===== config.mk =====
export PLATFORM = sky130hd
export DESIGN_NAME = regfile_mp
export DESIGN_NICKNAME = d
export VERILOG_FILES = /design/src/rtl/regfile_pkg.sv /design/src/rtl/regfile_clr_seq.sv /design/src/rtl/regfile_mp.sv
export SDC_FILE = /design/constraint.sdc
export NUM_CORES = 2
export LEC_CHECK = 0
export CORE_MARGIN = 3
export CORE_UTILIZATION = 25
export CTS_CLUSTER_DIAMETER = 60
export DETAILED_ROUTE_END_ITERATION = 12
export PLACE_DENSITY_LB_ADDON = 0.3
export REMOVE_ABC_BUFFERS = 1
export SYNTH_ARGS = -nofsm -noshare
export SYNTH_HDL_FRONTEND = slang
export SYNTH_SLANG_ARGS = --single-unit

===== constraint.sdc =====
create_clock -name clk -period 3 [get_ports clk]
set_input_delay 0.45 -clock clk [delete_from_list [all_inputs] [get_ports clk]]
set_output_delay 0.45 -clock clk [all_outputs]
set_load 0.05 [all_outputs]

===== src/rtl/regfile_pkg.sv =====
// Shared types and helpers for the multi-port register file.
// Holds the clear-sequencer state encoding and the address-width derivation.
package regfile_pkg;

   typedef enum logic [1:0] {
      CLR_IDLE  = 2'd0,
      CLR_CLEAR = 2'd1,
      CLR_DONE  = 2'd2
   } clr_state_e;

   function automatic int calc_aw(input int n);
      int w;
      w = 0;
      for (int i = 0; i < 31; i++) begin
         if ((1 << i) < n) w = i + 1;
      end
      return w;
   endfunction

endpackage


===== src/rtl/regfile_clr_seq.sv =====
// Bulk-clear sequencer: walks the array one register per cycle,
// then pulses clr_done for a single cycle before returning to idle.
module regfile_clr_seq
   import regfile_pkg::*;
#(
   parameter int NREGS    = 32,
   parameter int ZERO_REG = 1,
   parameter int AW       = 5
) (
   input  logic          clk,
   input  logic          rst,
   input  logic          clr_req,
   output logic          clr_busy,
   output logic          clr_done,
   output logic          clr_we,
   output logic [AW-1:0] clr_addr
);

   localparam logic [AW-1:0] PTR_LAST  = AW'(NREGS - 1);
   localparam logic [AW-1:0] PTR_FIRST = (ZERO_REG != 0) ? AW'(1) : '0;

   clr_state_e    state_q, state_d;
   logic [AW-1:0] ptr_q, ptr_d;

   always_ff @(posedge clk or negedge rst) begin
      if (!rst) begin
         state_q <= CLR_IDLE;
         ptr_q   <= '0;
      end else begin
         state_q <= state_d;
         ptr_q   <= ptr_d;
      end
   end

   always_comb begin
      state_d  = state_q;
      ptr_d    = ptr_q;
      clr_we   = 1'b0;
      clr_done = 1'b0;
      unique case (state_q)
         CLR_IDLE: begin
            if (clr_req) begin
               state_d = CLR_CLEAR;
               ptr_d   = PTR_FIRST;
            end
         end
         CLR_CLEAR: begin
            clr_we = 1'b1;
            ptr_d  = ptr_q + 1'b1;
            if (ptr_q == PTR_LAST) state_d = CLR_DONE;
         end
         CLR_DONE: begin
            clr_done = 1'b1;
            state_d  = CLR_IDLE;
         end
         default: state_d = CLR_IDLE;
      endcase
   end

   assign clr_busy = (state_q != CLR_IDLE);
   assign clr_addr = ptr_q;

endmodule


===== src/rtl/regfile_mp.sv =====
// Parametrised multi-port register file with optional x0 hardwiring,
// write-to-read bypass and a sequenced bulk-clear engine.
module regfile_mp
   import regfile_pkg::*;
#(
   parameter int XLEN     = 32,
   parameter int NREGS    = 32,
   parameter int NRD      = 2,
   parameter int NWR      = 1,
   parameter int ZERO_REG = 1,
   parameter int BYPASS   = 1
) (
   input  logic                             clk,
   input  logic                             rst,
   input  logic [NRD*calc_aw(NREGS)-1:0]    rd_addr,
   output logic [NRD*XLEN-1:0]              rd_data,
   input  logic [NWR-1:0]                   wr_en,
   input  logic [NWR*calc_aw(NREGS)-1:0]    wr_addr,
   input  logic [NWR*XLEN-1:0]              wr_data,
   output logic                             wr_stall,
   input  logic                             clr_req,
   output logic                             clr_busy,
   output logic                             clr_done
);

   localparam int AW = calc_aw(NREGS);

   logic [XLEN-1:0] mem_q [NREGS];
   logic [NREGS-1:0] mem_we;
   logic [XLEN-1:0] mem_wd [NREGS];

   logic [AW-1:0]   waddr [NWR];
   logic [XLEN-1:0] wdata [NWR];
   logic [NWR-1:0]  wacc;

   logic [AW-1:0]   raddr [NRD];
   logic [XLEN-1:0] rval  [NRD];

   logic          clr_we;
   logic [AW-1:0] clr_addr;

   regfile_clr_seq #(
      .NREGS    (NREGS),
      .ZERO_REG (ZERO_REG),
      .AW       (AW)
   ) u_clr_seq (
      .clk      (clk),
      .rst      (rst),
      .clr_req  (clr_req),
      .clr_busy (clr_busy),
      .clr_done (clr_done),
      .clr_we   (clr_we),
      .clr_addr (clr_addr)
   );

   assign wr_stall = clr_busy;

   // A write is accepted only when not stalled and not aimed at a hardwired x0.
   always_comb begin
      for (int j = 0; j < NWR; j++) begin
         waddr[j] = wr_addr[j*AW +: AW];
         wdata[j] = wr_data[j*XLEN +: XLEN];
         wacc[j]  = wr_en[j] & ~wr_stall &
                    ~((ZERO_REG != 0) && (waddr[j] == '0));
      end
   end

   // Later ports overwrite earlier ones, so the highest index wins.
   always_comb begin
      mem_we = '0;
      for (int r = 0; r < NREGS; r++) mem_wd[r] = '0;
      for (int j = 0; j < NWR; j++) begin
         if (wacc[j]) begin
            mem_we[waddr[j]] = 1'b1;
            mem_wd[waddr[j]] = wdata[j];
         end
      end
      if (clr_we) begin
         mem_we[clr_addr] = 1'b1;
         mem_wd[clr_addr] = '0;
      end
   end

   always_ff @(posedge clk or negedge rst) begin
      if (!rst) begin
         for (int r = 0; r < NREGS; r++) mem_q[r] <= '0;
      end else begin
         for (int r = 0; r < NREGS; r++) begin
            if (mem_we[r]) mem_q[r] <= mem_wd[r];
         end
      end
   end

   always_comb begin
      rd_data = '0;
      for (int i = 0; i < NRD; i++) begin
         raddr[i] = rd_addr[i*AW +: AW];
         if ((ZERO_REG != 0) && (raddr[i] == '0)) rval[i] = '0;
         else rval[i] = mem_q[raddr[i]];
         if (BYPASS != 0) begin
            for (int j = 0; j < NWR; j++) begin
               if (wacc[j] && (waddr[j] == raddr[i])) rval[i] = wdata[j];
            end
         end
         rd_data[i*XLEN +: XLEN] = rval[i];
      end
   end

endmodule

==> out/summary.txt <==
Status -> finished with violations
Failing checks -> negative setup slack
CP Capture Type -> output pin
CTS tree -> built
Setup CP Type -> in -> out
Final WL -> 246000 um
Pwr/cell area -> 600 nW/um^2
Worst hold path class -> in -> async
Worst Path Buf+Inv -> 6
Synth warn -> 0
Root Driver -> clkbuf_16
Core area -> 213000 sq um
Initial detailed-routing violation count -> 5120
Worst skew pair latency -> 0.75 ns
Placed insts -> 6900
Routed Antenna Nets -> 0
RSZ-0062 raised after global routing -> yes
Vias per cell -> 5.96
Post-Layout Cell Count -> 7134
Synth unique cells -> 46
Initial antenna violation count -> 9
CTS clk-pin slew, worst paths -> 0.07 ns
Via count -> 42549
Seq/Total Area, Yosys -> 0.481
Final setup margin -> -0.176 ns
Commonest non-fill, non-tap cell in the layout -> dfrtp_1
Tot GR Track Use -> 0.219
Die width -> 469 um
CP required -> 2.55 ns
PortBufs -> 117
MaxCap Viol Count -> 0
Crit-path cells -> clkdlybuf4s50_1 -> buf_6 -> xor2_1 -> or4_4 -> buf_6 -> buf_12 -> nand3_2 -> o22ai_2 -> buf_4 -> buf_12
Critical Path AT -> 2.73 ns
Most frequent cells in the layout -> dfrtp_1 (1031), a22o_1 (1024), buf_4 (472)
Number of global-route vias before repair -> 42463
Tot Pwr -> 41.1 mW
Pin slew with the least headroom to its limit -> 1.21 ns
Final Setup Violations -> 61
Final HPWL DP -> 162000 um
Setup TNS -> -5.54 ns
Syn avg cell area -> 13.8 sq um
Drt wl/cell -> 34.5 um
Static Leak -> 30.2 nW
Slew HR -> 0.191
CTS Sinks -> 1031
DIE HEIGHT -> 469 um
Overflow after GRT -> 0
CP max stage cell -> or4_4
Clock Skews -> 0.0271 ns
Final min period -> 3.18 ns
Worst hold slack -> 0.271 ns
Initial Utilization -> 0.252
P&R area growth vs syn -> 27.8%
Final Util -> 0.322
Die area -> 220000 sq um
Cell count after synthesis -> 3878
Post-route DRC -> 0
First-pass GRT wire length -> 346000 um
Final nets -> 4278
Yosys reg bits -> 1031
GP Congestion -> 0.941
Synthesized cell area -> 53600 sq um
Hold Vio Cnt, Final -> 0
H-tree level count -> 3
Worst VDD drop -> 455 uV
Floorplan row count -> 169
Post-synth ARST share -> 1.00
I/O pin count -> 118
Largest net degree at the start of global routing -> 101
Fin crit share -> 1.06
Max incr delay on CP -> 0.58 ns
Main synth FF type -> dfrtp_1
Number of synthesized flops with an enable pin -> 0
Drt first pass iters -> 6
Critical path's top delay family -> buffers and inverters
Startpoint types -> input port
Top achievable clock speed -> 315 MHz
Max-slew violation count -> 0
Clock Tree Buf Depth -> 3
CTS Buf Count -> 111
Crit-path max FO -> 14
Share of cells above drive strength 1 -> 0.374
## power breakdown
part | internal, mW | leakage (nW) | switching, mW
clock | 8.00 | 1.80 | 6.15
sequential | 15.4 | 14.3 | 1.26
combinational | 4.52 | 14.0 | 5.79
## routing by layer
layer  vias up  GRT usage  wire length [um]
met1     22997      0.292             97700
li1      16468          -                 -
met3       535     0.0532             24000
met2      2545      0.333            111000
met4         4      0.104             13600
met5         -          0                26
## registers in the layout (all words and copies together), names as in the netlist
| register | flops |
|---|---|
| mem_q | 1024 |
| u_clr_seq.clr_addr | 5 |
| u_clr_seq.state_q | 2 |
## cells by family (layout without fill, tap and decap cells)
family,after synthesis,count (layout),share of synthesized area
adder cells (fa/ha/maj),5,5,0.00117
multiplexers,740,740,0.244
AO/OA/AOI/OAI,1319,1319,0.204
buffers and inverters,541,973,0.0429
other,0,3,0
flip-flops,1031,1031,0.481
AND/OR/NAND/NOR,232,232,0.0246
XOR/XNOR,10,10,0.00163
## layout make-up
cell class,count,area (sq um)
Antenna cell,3,7.51
Clock buffer,163,3250
Clock inverter,38,395
Fill cell,20833,144000
Inverter,35,131
Multi-Input combinational cell,2306,27100
Sequential cell,1031,25800
Tap cell,2821,3530
Timing Repair Buffer,737,8300
## repair_timing
| action | 4_1_cts | 5_1_grt |
|---|---|---|
| resized for setup | 191 | 55 |
| hold buffers | 1 | 0 |
| endpoints found under the hold margin | 18 | 0 |
| endpoints found under the setup margin | 65 | 64 |
| pin swaps | 24 | 20 |
| cloned | 0 | 3 |
| setup buffers | 23 | 17 |
## worst paths after layout
kind	start	to	depth (start not counted)	slack, ns
min in group clk	mem_q[1011]$_DFFE_PN0P_	mem_q[1011]$_DFFE_PN0P_	1	0.51
max in group asynchronous	rst	mem_q[557]$_DFFE_PN0P_	3	1.68
hold reg to reg	mem_q[1011]$_DFFE_PN0P_	mem_q[1011]$_DFFE_PN0P_	1	0.51
setup / recovery	wr_addr[4]	rd_data[13]	10	-0.18
setup reg to reg	u_clr_seq.state_q[1]$_DFFE_PN0P_	mem_q[35]$_DFFE_PN0P_	7	0.39
hold / removal	rst	mem_q[766]$_DFFE_PN0P_	2	0.27
## metrics by stage
| step | setup WS, ns | instance area [sq um] |
|---|---|---|
| floorplan | -0.610 | 51500 |
| global placement | -0.641 | 63500 |
| detailed placement | -0.610 | 63500 |
| CTS | -0.190 | 68100 |
| global route | -0.210 | 68500 |
| finish | -0.176 | 68500 |
## cell usage after synthesis (39+ instances only)
cell type	instances	area, sq um
clkbuf_1	344	1290
o22ai_1	124	776
mux2i_1	226	2260
a22o_1	1027	8990
buf_2	114	571
a22oi_1	64	480
and2_1	39	244
nor2_1	60	225
mux4_2	449	10100
dfrtp_1	1031	25800
mux2_2	65	732
Note: power is estimated with default switching activity, not from simulation.
